### config.mk
export PLATFORM = sky130hd
export DESIGN_NAME = paddle_mux_flat
export DESIGN_NICKNAME = d
export VERILOG_FILES = /design/src/rtl/paddle_mux_if.sv /design/src/rtl/paddle_mux.sv /design/src/flat_wrapper.sv
export SDC_FILE = /design/constraint.sdc
export NUM_CORES = 1
export LEC_CHECK = 0
export BUFFER_PORTS_ARGS = -buffer_cell sky130_fd_sc_hd__buf_2
export CAP_MARGIN = 10
export CORE_MARGIN = 3
export CORE_UTILIZATION = 50
export CTS_CLUSTER_DIAMETER = 50
export DETAILED_ROUTE_END_ITERATION = 10
export GPL_ROUTABILITY_DRIVEN = 0
export PLACE_DENSITY = 0.79
export SYNTH_ARGS = -nofsm -noshare
export SYNTH_HDL_FRONTEND = slang
export SYNTH_SLANG_ARGS = --single-unit
### constraint.sdc
create_clock -name clk -period 4.3 [get_ports clk]
set_input_delay 0.215 -clock clk [delete_from_list [all_inputs] [get_ports clk]]
set_output_delay 0.215 -clock clk [all_outputs]
set_load 0.05 [all_outputs]
### src/rtl/paddle_mux_if.sv
// paddle_mux_if: host-side controller inputs (hps_io) and console-side paddle outputs.
// master drives the controller inputs; slave is the paddle_mux itself.
interface paddle_mux_if #(
  parameter int NCH = 4
);
  localparam int MCW = (NCH > 1) ? $clog2(NCH) : 1;

  logic              inv;
  logic [MCW-1:0]    mouse_ch;
  logic [NCH-1:0]    stick_btn;
  logic [16*NCH-1:0] joy_a;
  logic [NCH-1:0]    paddle_btn;
  logic [8*NCH-1:0]  paddle;
  logic [24:0]       ps2_mouse;
  logic [8*NCH-1:0]  a_out;
  logic [NCH-1:0]    b_out;
  logic [2*NCH-1:0]  src;

  modport master (
    output inv, mouse_ch, stick_btn, joy_a, paddle_btn, paddle, ps2_mouse,
    input  a_out, b_out, src
  );

  modport slave (
    input  inv, mouse_ch, stick_btn, joy_a, paddle_btn, paddle, ps2_mouse,
    output a_out, b_out, src
  );
endinterface

### src/rtl/paddle_mux.sv
// paddle_mux: N-channel paddle/stick/mouse mapper producing pot values and fire buttons.
// Optional output slew limiting is enabled with the PADDLE_SLEW_EN macro.
module paddle_mux #(
  parameter int NCH          = 4,
  parameter int STICK_THRESH = 100,
  parameter int MOUSE_CLAMP  = 10,
  parameter int SLEW_DIV     = 256,
  parameter int SLEW_STEP    = 4
) (
  input logic         clk,
  input logic         reset_n,
  paddle_mux_if.slave bus
);

  localparam int MCW = (NCH > 1) ? $clog2(NCH) : 1;

  localparam logic signed [7:0] THRESH8 = 8'(STICK_THRESH);
  localparam logic signed [8:0] CLAMP9  = 9'(MOUSE_CLAMP);
  localparam logic signed [8:0] NCLAMP9 = -CLAMP9;

  typedef enum logic [1:0] {
    SRC_PADDLE = 2'd0,
    SRC_STICK  = 2'd1,
    SRC_MOUSE  = 2'd2
  } src_e;

  // Half-resolution mouse delta, limited so one fast packet cannot jump the pot.
  function automatic logic signed [7:0] mouse_delta(input logic sgn, input logic [7:0] mag);
    logic signed [8:0] raw;
    raw = $signed({sgn, mag}) >>> 1;
    if (raw > CLAMP9)       return CLAMP9[7:0];
    else if (raw < NCLAMP9) return NCLAMP9[7:0];
    else                    return raw[7:0];
  endfunction

  function automatic logic signed [7:0] sat_add(input logic signed [7:0] a,
                                                input logic signed [7:0] b);
    logic [8:0] s;
    s = {a[7], a} + {b[7], b};
    if (s[8] != s[7]) return s[8] ? 8'h80 : 8'h7F;
    else              return s[7:0];
  endfunction

  // ---------------------------------------------------------------------------
  // Mouse strobe detection. The history is captured on the first clk after
  // reset release, so a strobe already high at release is not seen as a packet.
  // ---------------------------------------------------------------------------
  logic strobe_q;
  logic primed_q;
  logic pkt;

  // NOTE: sequential state uses non-blocking assignments so every register
  // samples the pre-edge values of the others, independent of block order.
  always_ff @(posedge clk or negedge reset_n) begin
    if (!reset_n) begin
      strobe_q <= 1'b0;
      primed_q <= 1'b0;
    end else begin
      strobe_q <= bus.ps2_mouse[24];
      primed_q <= 1'b1;
    end
  end

  assign pkt = primed_q && (bus.ps2_mouse[24] != strobe_q);

  logic signed [7:0] dx;
  logic signed [7:0] dy;

  assign dx = mouse_delta(bus.ps2_mouse[4], bus.ps2_mouse[15:8]);
  assign dy = mouse_delta(bus.ps2_mouse[5], bus.ps2_mouse[23:16]);

  logic unused_mouse_bits;
  assign unused_mouse_bits = ^{bus.ps2_mouse[7:6], bus.ps2_mouse[3:2]};

  // ---------------------------------------------------------------------------
  // Per-channel source FSM
  // ---------------------------------------------------------------------------
  src_e           src_q [NCH];
  src_e           src_d [NCH];
  logic [NCH-1:0] pkt_ch;

  always_ff @(posedge clk or negedge reset_n) begin
    if (!reset_n) begin
      for (int i = 0; i < NCH; i++) src_q[i] <= SRC_PADDLE;
    end else begin
      for (int i = 0; i < NCH; i++) src_q[i] <= src_d[i];
    end
  end

  // NOTE: every always_comb output is given a default before any branch so
  // no path leaves it unassigned, which would otherwise infer a latch.
  always_comb begin
    pkt_ch = '0;
    for (int i = 0; i < NCH; i++) begin
      src_d[i]  = src_q[i];
      pkt_ch[i] = pkt && (bus.mouse_ch == MCW'(i));
      if (bus.paddle_btn[i])     src_d[i] = SRC_PADDLE;
      else if (bus.stick_btn[i]) src_d[i] = SRC_STICK;
      else if (pkt_ch[i])        src_d[i] = SRC_MOUSE;
    end
  end

  // ---------------------------------------------------------------------------
  // Per-channel datapath: mouse accumulators, axis select, target and fire
  // ---------------------------------------------------------------------------
  logic              xy_q [NCH];
  logic              xy_d [NCH];
  logic signed [7:0] mx_q [NCH];
  logic signed [7:0] my_q [NCH];
  logic signed [7:0] mx_d [NCH];
  logic signed [7:0] my_d [NCH];
  logic [7:0]        t_q  [NCH];
  logic [7:0]        t_d  [NCH];
  logic [NCH-1:0]    fire_d;
  logic [NCH-1:0]    b_q;

  always_comb begin
    logic signed [7:0] joy_x;
    logic signed [7:0] joy_y;
    logic [7:0]        pad;
    logic [7:0]        tv;

    fire_d = '0;
    for (int i = 0; i < NCH; i++) begin
      joy_x = $signed(bus.joy_a[16*i +: 8]);
      joy_y = $signed(bus.joy_a[16*i+8 +: 8]);
      pad   = bus.paddle[8*i +: 8];

      // Accumulators follow their channel's packets even while another source is active.
      mx_d[i] = mx_q[i];
      my_d[i] = my_q[i];
      if (pkt_ch[i]) begin
        mx_d[i] = sat_add(mx_q[i], dx);
        my_d[i] = sat_add(my_q[i], dy);
      end

      xy_d[i] = xy_q[i];
      case (src_q[i])
        SRC_MOUSE: begin
          if (bus.ps2_mouse[0])      xy_d[i] = 1'b0;
          else if (bus.ps2_mouse[1]) xy_d[i] = 1'b1;
        end
        SRC_STICK: begin
          if (!joy_x[7] && (joy_x > THRESH8))      xy_d[i] = 1'b0;
          else if (!joy_y[7] && (joy_y > THRESH8)) xy_d[i] = 1'b1;
        end
        default: ;
      endcase

      case (src_q[i])
        SRC_STICK: begin
          tv        = xy_d[i] ? joy_y : joy_x;
          fire_d[i] = bus.stick_btn[i];
        end
        SRC_MOUSE: begin
          tv        = xy_d[i] ? my_d[i] : mx_d[i];
          fire_d[i] = |bus.ps2_mouse[1:0];
        end
        default: begin
          tv        = {~pad[7], pad[6:0]};
          fire_d[i] = bus.paddle_btn[i];
        end
      endcase

      t_d[i] = tv ^ {8{bus.inv}};
    end
  end

  // NOTE: the small per-channel register arrays are reset element by element;
  // they are flops with defined power-up values, not a RAM.
  always_ff @(posedge clk or negedge reset_n) begin
    if (!reset_n) begin
      for (int i = 0; i < NCH; i++) begin
        xy_q[i] <= 1'b0;
        mx_q[i] <= '0;
        my_q[i] <= '0;
        t_q[i]  <= '0;
      end
      b_q <= '0;
    end else begin
      for (int i = 0; i < NCH; i++) begin
        xy_q[i] <= xy_d[i];
        mx_q[i] <= mx_d[i];
        my_q[i] <= my_d[i];
        t_q[i]  <= t_d[i];
      end
      b_q <= fire_d;
    end
  end

  // ---------------------------------------------------------------------------
  // Output stage
  // ---------------------------------------------------------------------------
  logic [7:0] a_q [NCH];

`ifdef PADDLE_SLEW_EN
  localparam int         CW    = (SLEW_DIV > 2) ? $clog2(SLEW_DIV) : 1;
  localparam logic [7:0] STEP8 = 8'(SLEW_STEP);

  logic [CW-1:0] slew_cnt;
  logic          slew_step;
  src_e          t_src_q [NCH];
  src_e          a_src_q [NCH];

  function automatic logic [7:0] slew_toward(input logic [7:0] cur, input logic [7:0] tgt);
    if (tgt > cur) return ((tgt - cur) > STEP8) ? cur + STEP8 : tgt;
    else           return ((cur - tgt) > STEP8) ? cur - STEP8 : tgt;
  endfunction

  assign slew_step = (slew_cnt == CW'(SLEW_DIV - 1));

  always_ff @(posedge clk or negedge reset_n) begin
    if (!reset_n)       slew_cnt <= '0;
    else if (slew_step) slew_cnt <= '0;
    else                slew_cnt <= slew_cnt + 1'b1;
  end

  // t_src_q tags t_q with the source it was built from; a mismatch with the
  // source a_out last tracked means a source switch, which snaps immediately.
  always_ff @(posedge clk or negedge reset_n) begin
    if (!reset_n) begin
      for (int i = 0; i < NCH; i++) begin
        t_src_q[i] <= SRC_PADDLE;
        a_src_q[i] <= SRC_PADDLE;
        a_q[i]     <= '0;
      end
    end else begin
      for (int i = 0; i < NCH; i++) begin
        t_src_q[i] <= src_q[i];
        a_src_q[i] <= t_src_q[i];
        if (t_src_q[i] != a_src_q[i]) a_q[i] <= t_q[i];
        else if (slew_step)           a_q[i] <= slew_toward(a_q[i], t_q[i]);
      end
    end
  end
`else
  always_ff @(posedge clk or negedge reset_n) begin
    if (!reset_n) begin
      for (int i = 0; i < NCH; i++) a_q[i] <= '0;
    end else begin
      for (int i = 0; i < NCH; i++) a_q[i] <= t_q[i];
    end
  end
`endif

  always_comb begin
    bus.a_out = '0;
    bus.src   = '0;
    for (int i = 0; i < NCH; i++) begin
      bus.a_out[8*i +: 8] = a_q[i];
      bus.src[2*i +: 2]   = src_q[i];
    end
  end

  assign bus.b_out = b_q;

endmodule

### src/flat_wrapper.sv
// flat-port wrapper written by rule: the top's interface ports become plain ports
module paddle_mux_flat 
#(
  parameter int NCH          = 4,
  parameter int STICK_THRESH = 100,
  parameter int MOUSE_CLAMP  = 10,
  parameter int SLEW_DIV     = 256,
  parameter int SLEW_STEP    = 4
)
  (clk, reset_n, bus_inv, bus_mouse_ch, bus_stick_btn, bus_joy_a, bus_paddle_btn, bus_paddle, bus_ps2_mouse, bus_a_out, bus_b_out, bus_src);
  paddle_mux_if #(.NCH(NCH)) bus_i ();
  input logic clk;
  input logic reset_n;
  input wire logic [$bits(bus_i.inv)-1:0] bus_inv;
  input wire logic [$bits(bus_i.mouse_ch)-1:0] bus_mouse_ch;
  input wire logic [$bits(bus_i.stick_btn)-1:0] bus_stick_btn;
  input wire logic [$bits(bus_i.joy_a)-1:0] bus_joy_a;
  input wire logic [$bits(bus_i.paddle_btn)-1:0] bus_paddle_btn;
  input wire logic [$bits(bus_i.paddle)-1:0] bus_paddle;
  input wire logic [$bits(bus_i.ps2_mouse)-1:0] bus_ps2_mouse;
  output wire logic [$bits(bus_i.a_out)-1:0] bus_a_out;
  output wire logic [$bits(bus_i.b_out)-1:0] bus_b_out;
  output wire logic [$bits(bus_i.src)-1:0] bus_src;
  assign bus_i.inv = bus_inv;
  assign bus_i.mouse_ch = bus_mouse_ch;
  assign bus_i.stick_btn = bus_stick_btn;
  assign bus_i.joy_a = bus_joy_a;
  assign bus_i.paddle_btn = bus_paddle_btn;
  assign bus_i.paddle = bus_paddle;
  assign bus_i.ps2_mouse = bus_ps2_mouse;
  assign bus_a_out = bus_i.a_out;
  assign bus_b_out = bus_i.b_out;
  assign bus_src = bus_i.src;
  paddle_mux #(.NCH(NCH), .STICK_THRESH(STICK_THRESH), .MOUSE_CLAMP(MOUSE_CLAMP), .SLEW_DIV(SLEW_DIV), .SLEW_STEP(SLEW_STEP)) u_core (.clk(clk), .reset_n(reset_n), .bus(bus_i));
endmodule
==> reports/metrics.cfg <==
[power]
leakage_nw = 6.34
cellPowerDensity_nw_per_um2 = 590
irDropWorstVdd_uv = 237

[global_routing]
grt_pass1_wl_um = 55600
grt_pass1_vias = 11200
antenna_found_initial = 1
grt_overflow_total = 0
grt_util_all_layers_pct = 27.7
grt_max_degree = 97

[timing]
tightest_slew_ns = 0.926
relSlewSlack_pct = 38.2
tns_ns = 0
finalCritPeriodShare_pct = 93.6
rsz0062_at_grt = false
fin_skew_ns = 0.0103
finalHoldViolCount = 0
timing.fmax_mhz = 249
setup_viol = 0
layout_min_cycle_time_ns = 4.02
maxSlewViolCount = 0

[critical_path]
arrival_ns = 4.31
r2r_cells = 14
crit_fanout = 6
reg2reg_slack_ns = 0.82
slowest_stage = fa_1
path_cells = buf_2, nand4_1, or2_2, ha_1, nor3b_1, buf_4, ha_1, inv_1, fa_1, nor2b_1, a21oi_1, o31a_1, buf_4, o31ai_1, o22ai_1, nor2_1, and2_1, o21ai_0, a31oi_1, xor2_1
worst-path-buf-inv = 4
r2r-end = u_core.t_q[26]$_DFF_PN0_
critPathTopFamily = compound AO/OA/AOI/OAI gates
cp-start-kind = input pin
slowest_delay_ns = 0.42
cp-end-kind = flop
criticalPathCategory = in2reg
r2r_start = u_core.my_q[24]$_DFF_PN0_
critical_path_required_ns = 4.58

[drt]
first_pass_iters = 6
wire_per_inst_um = 18.7
via_per_inst = 6.25
num_vias = 11600
final_antenna_net_count = 0
drt_iter0_markers = 1168
drc = 0
wl_um = 34700

[clocking]
clkSlewWorstSetupHoldPaths_ns = 0.06
cts.sinks = 146
cts.htree.levels = 4
post-cts-setup-buffers = 0
cts_tree = done
cts-root-buf = clkbuf_16
clk-insertion-delay-late_ns = 0.44
cts_made_buffers = 17
clk_path_buf_depth = 2

[logic_synthesis]
yosys_warnings = 0
synth_edf_count = 0
ys_seq_area_share_pct = 31.9
synth-main-ff-cell = dfrtp_1
yosys.area.top_type = dfrtp_1
synthCells = 1333
synth-async-reset-ratio_pct = 100
synth_top_area_share_pct = 31.9
ys_types = 95
synth_area_leaders = dfrtp_1 32%, ha_1 6.3%, nand2_1 4.3%
synthesis.area_um2 = 11500
synth-seq-cells = 146
syn-mean-instance-area_um2 = 8.60
syn-num-nets = 1533

[floorplan]
initial_utilization_pct = 51.7
core-area_um2 = 22200
die_area_um2 = 24800
die_h_um = 157
die_w_um = 157
rows = 54
ios = 178

[layout]
fin_cells = 1852
fillCellCount = 1892
fin_area_um2 = 13800
syn2layout_area_growth_pct = 20.5
final_nets = 1758
drive_gt1_share_pct = 21.9

[min_path]
holdPathEnd = u_core.bus.src[0]$_DFFE_PN0P_
hold_depth = 3
min_from = bus_stick_btn[0]
worstHoldPathType = in2reg

[place]
dpl.hpwl_um = 25400
portBuffers = 171
placed_area_um2 = 13100
dp.cells = 1808

[run_status]
status = finished clean

[flow_run]
cap_viol_max_count = 0

==> kinds of logic after synthesis <==
group	synth area share (%)
adders and majority gates	8.98
other	0.0327
buffers and inverters	4.54
muxes	4.01
and+or+nand+nor	18.0
xor gates and xnor gates	4.82
DFF	31.9
AOI/OAI and AO/OA	27.7
==> report_power, final <==
group / leakage, nW / internal (mW) / total (mW) / switching [mW]
combinational: 4.30 / 1.82 / 4.40 / 2.58
clock: 0.306 / 0.967 / 1.59 / 0.618
sequential: 1.74 / 1.78 / 2.16 / 0.383
total: 6.34 / 4.57 / 8.14 / 3.58
==> how the worst max path moves through the flow <==
stage                      startpoint  slack, ns  cells past startpoint                  endpoint
floorplan            bus_ps2_mouse[4]       0.01                     18  u_core.t_q[30]$_DFF_PN0_
global placement    bus_ps2_mouse[14]       0.01                     16  u_core.t_q[30]$_DFF_PN0_
detailed placement  bus_ps2_mouse[15]      -0.07                     16  u_core.t_q[30]$_DFF_PN0_
CTS                 bus_ps2_mouse[22]       0.32                     19  u_core.t_q[24]$_DFF_PN0_
global route        bus_ps2_mouse[22]      0.007                     19  u_core.t_q[28]$_DFF_PN0_
finish              bus_ps2_mouse[22]       0.28                     20  u_core.t_q[26]$_DFF_PN0_
==> repair_timing <==
item / 4_1_cts / 5_1_grt
hold endpoints to repair: 103 / 0
hold buffers: 11 / 0
resized for setup: 0 / 2
setup endpoints to repair: 0 / 1
==> state kept, by name, indices dropped and copies added (netlist names) <==
name	flops
u_core.bus.a_out	32
u_core.mx_q	32
u_core.my_q	32
u_core.t_q	32
u_core.bus.src	8
u_core.bus.b_out	4
u_core.xy_q	4
u_core.primed_q	1
u_core.strobe_q	1
==> per-layer routing <==
metal  global-route usage, %  wire length, um  vias to the layer above
li1                        -                -                     5433
met2                    46.3            16500                      505
met4                    13.2             1600                        0
met3                    4.67             2360                      108
met1                    34.9            14200                     5525
met5                       0                0                        -
==> cells in the mapped netlist, types with 9 or more instances <==
master     count
dfrtp_1      146
nand2_1      131
nor2_1        97
a21oi_1       84
o21ai_0       77
inv_1         68
ha_1          58
clkbuf_1      42
xnor2_1       42
nand3_1       37
a31oi_1       30
mux2i_1       29
nor3_1        29
nand2b_1      23
a211oi_1      22
a21o_1        22
nand4_1       21
o211ai_1      21
xor2_1        21
or3_1         20
o31ai_1       19
mux2_2        14
nor2b_1       14
o21a_1        13
maj3_1        12
a221o_1       11
buf_2         11
o2111ai_1     10
o21ai_1       10
o31a_1        10
and2_1         9
==> tightest hold or removal path, delay by kind of cell <==
family	cells	cell delay (ns)
buffers and inverters	1	0.11
and+or+nand+nor	1	0.09
AOI/OAI and AO/OA	1	0.05
==> metrics by stage <==
stage | hold slack (ns) | power [mW] | setup slack [ns] | util [%]
finish | 0.0648 | 8.14 | 0.276 | 62.3
global route | 0.108 | 8.68 | 0.00672 | 62.3
CTS | 0.0706 | 8.06 | 0.322 | 62.3
detailed placement | 0.335 | 6.40 | -0.0687 | 59.0
global placement | 0.331 | 6.26 | 0.0118 | 59.0
floorplan | -0.0806 | 5.20 | 0.0149 | -
==> layout make-up <==
cell class / count / area (um2) / share of cell area, %
Antenna cell: 1 / 2.50 / 0.0181
Clock buffer: 22 / 474 / 3.43
Clock inverter: 10 / 148 / 1.07
Inverter: 68 / 255 / 1.85
Multi-Input combinational cell: 1058 / 7310 / 52.9
Sequential cell: 146 / 3650 / 26.4
Tap cell: 280 / 350 / 2.54
Timing Repair Buffer: 267 / 1620 / 11.7
==> layout by cell type (no fill, tap or decap), types with 8 or more instances in the layout <==
cell,count
a21o_1,22
a211oi_1,22
o21a_1,13
a22oi_1,8
or3_1,19
o31a_1,10
o211ai_1,21
dfrtp_1,146
fa_1,8
o31ai_1,19
nor2b_1,14
mux2_2,14
mux2i_1,29
o2111ai_1,10
xnor2_1,42
xor2_1,21
and2_1,9
buf_4,84
o21ai_1,10
o21ai_0,77
ha_1,58
dlygate4sd3_1,11
nand4_1,21
a21oi_1,84
a31oi_1,30
nor3_1,29
inv_1,68
nand2_1,131
a221o_1,11
buf_2,170
nor2_1,97
clkbuf_16,17
nand3_1,37
maj3_1,12
nand2b_1,23
Note: power is estimated with default switching activity, not from simulation.
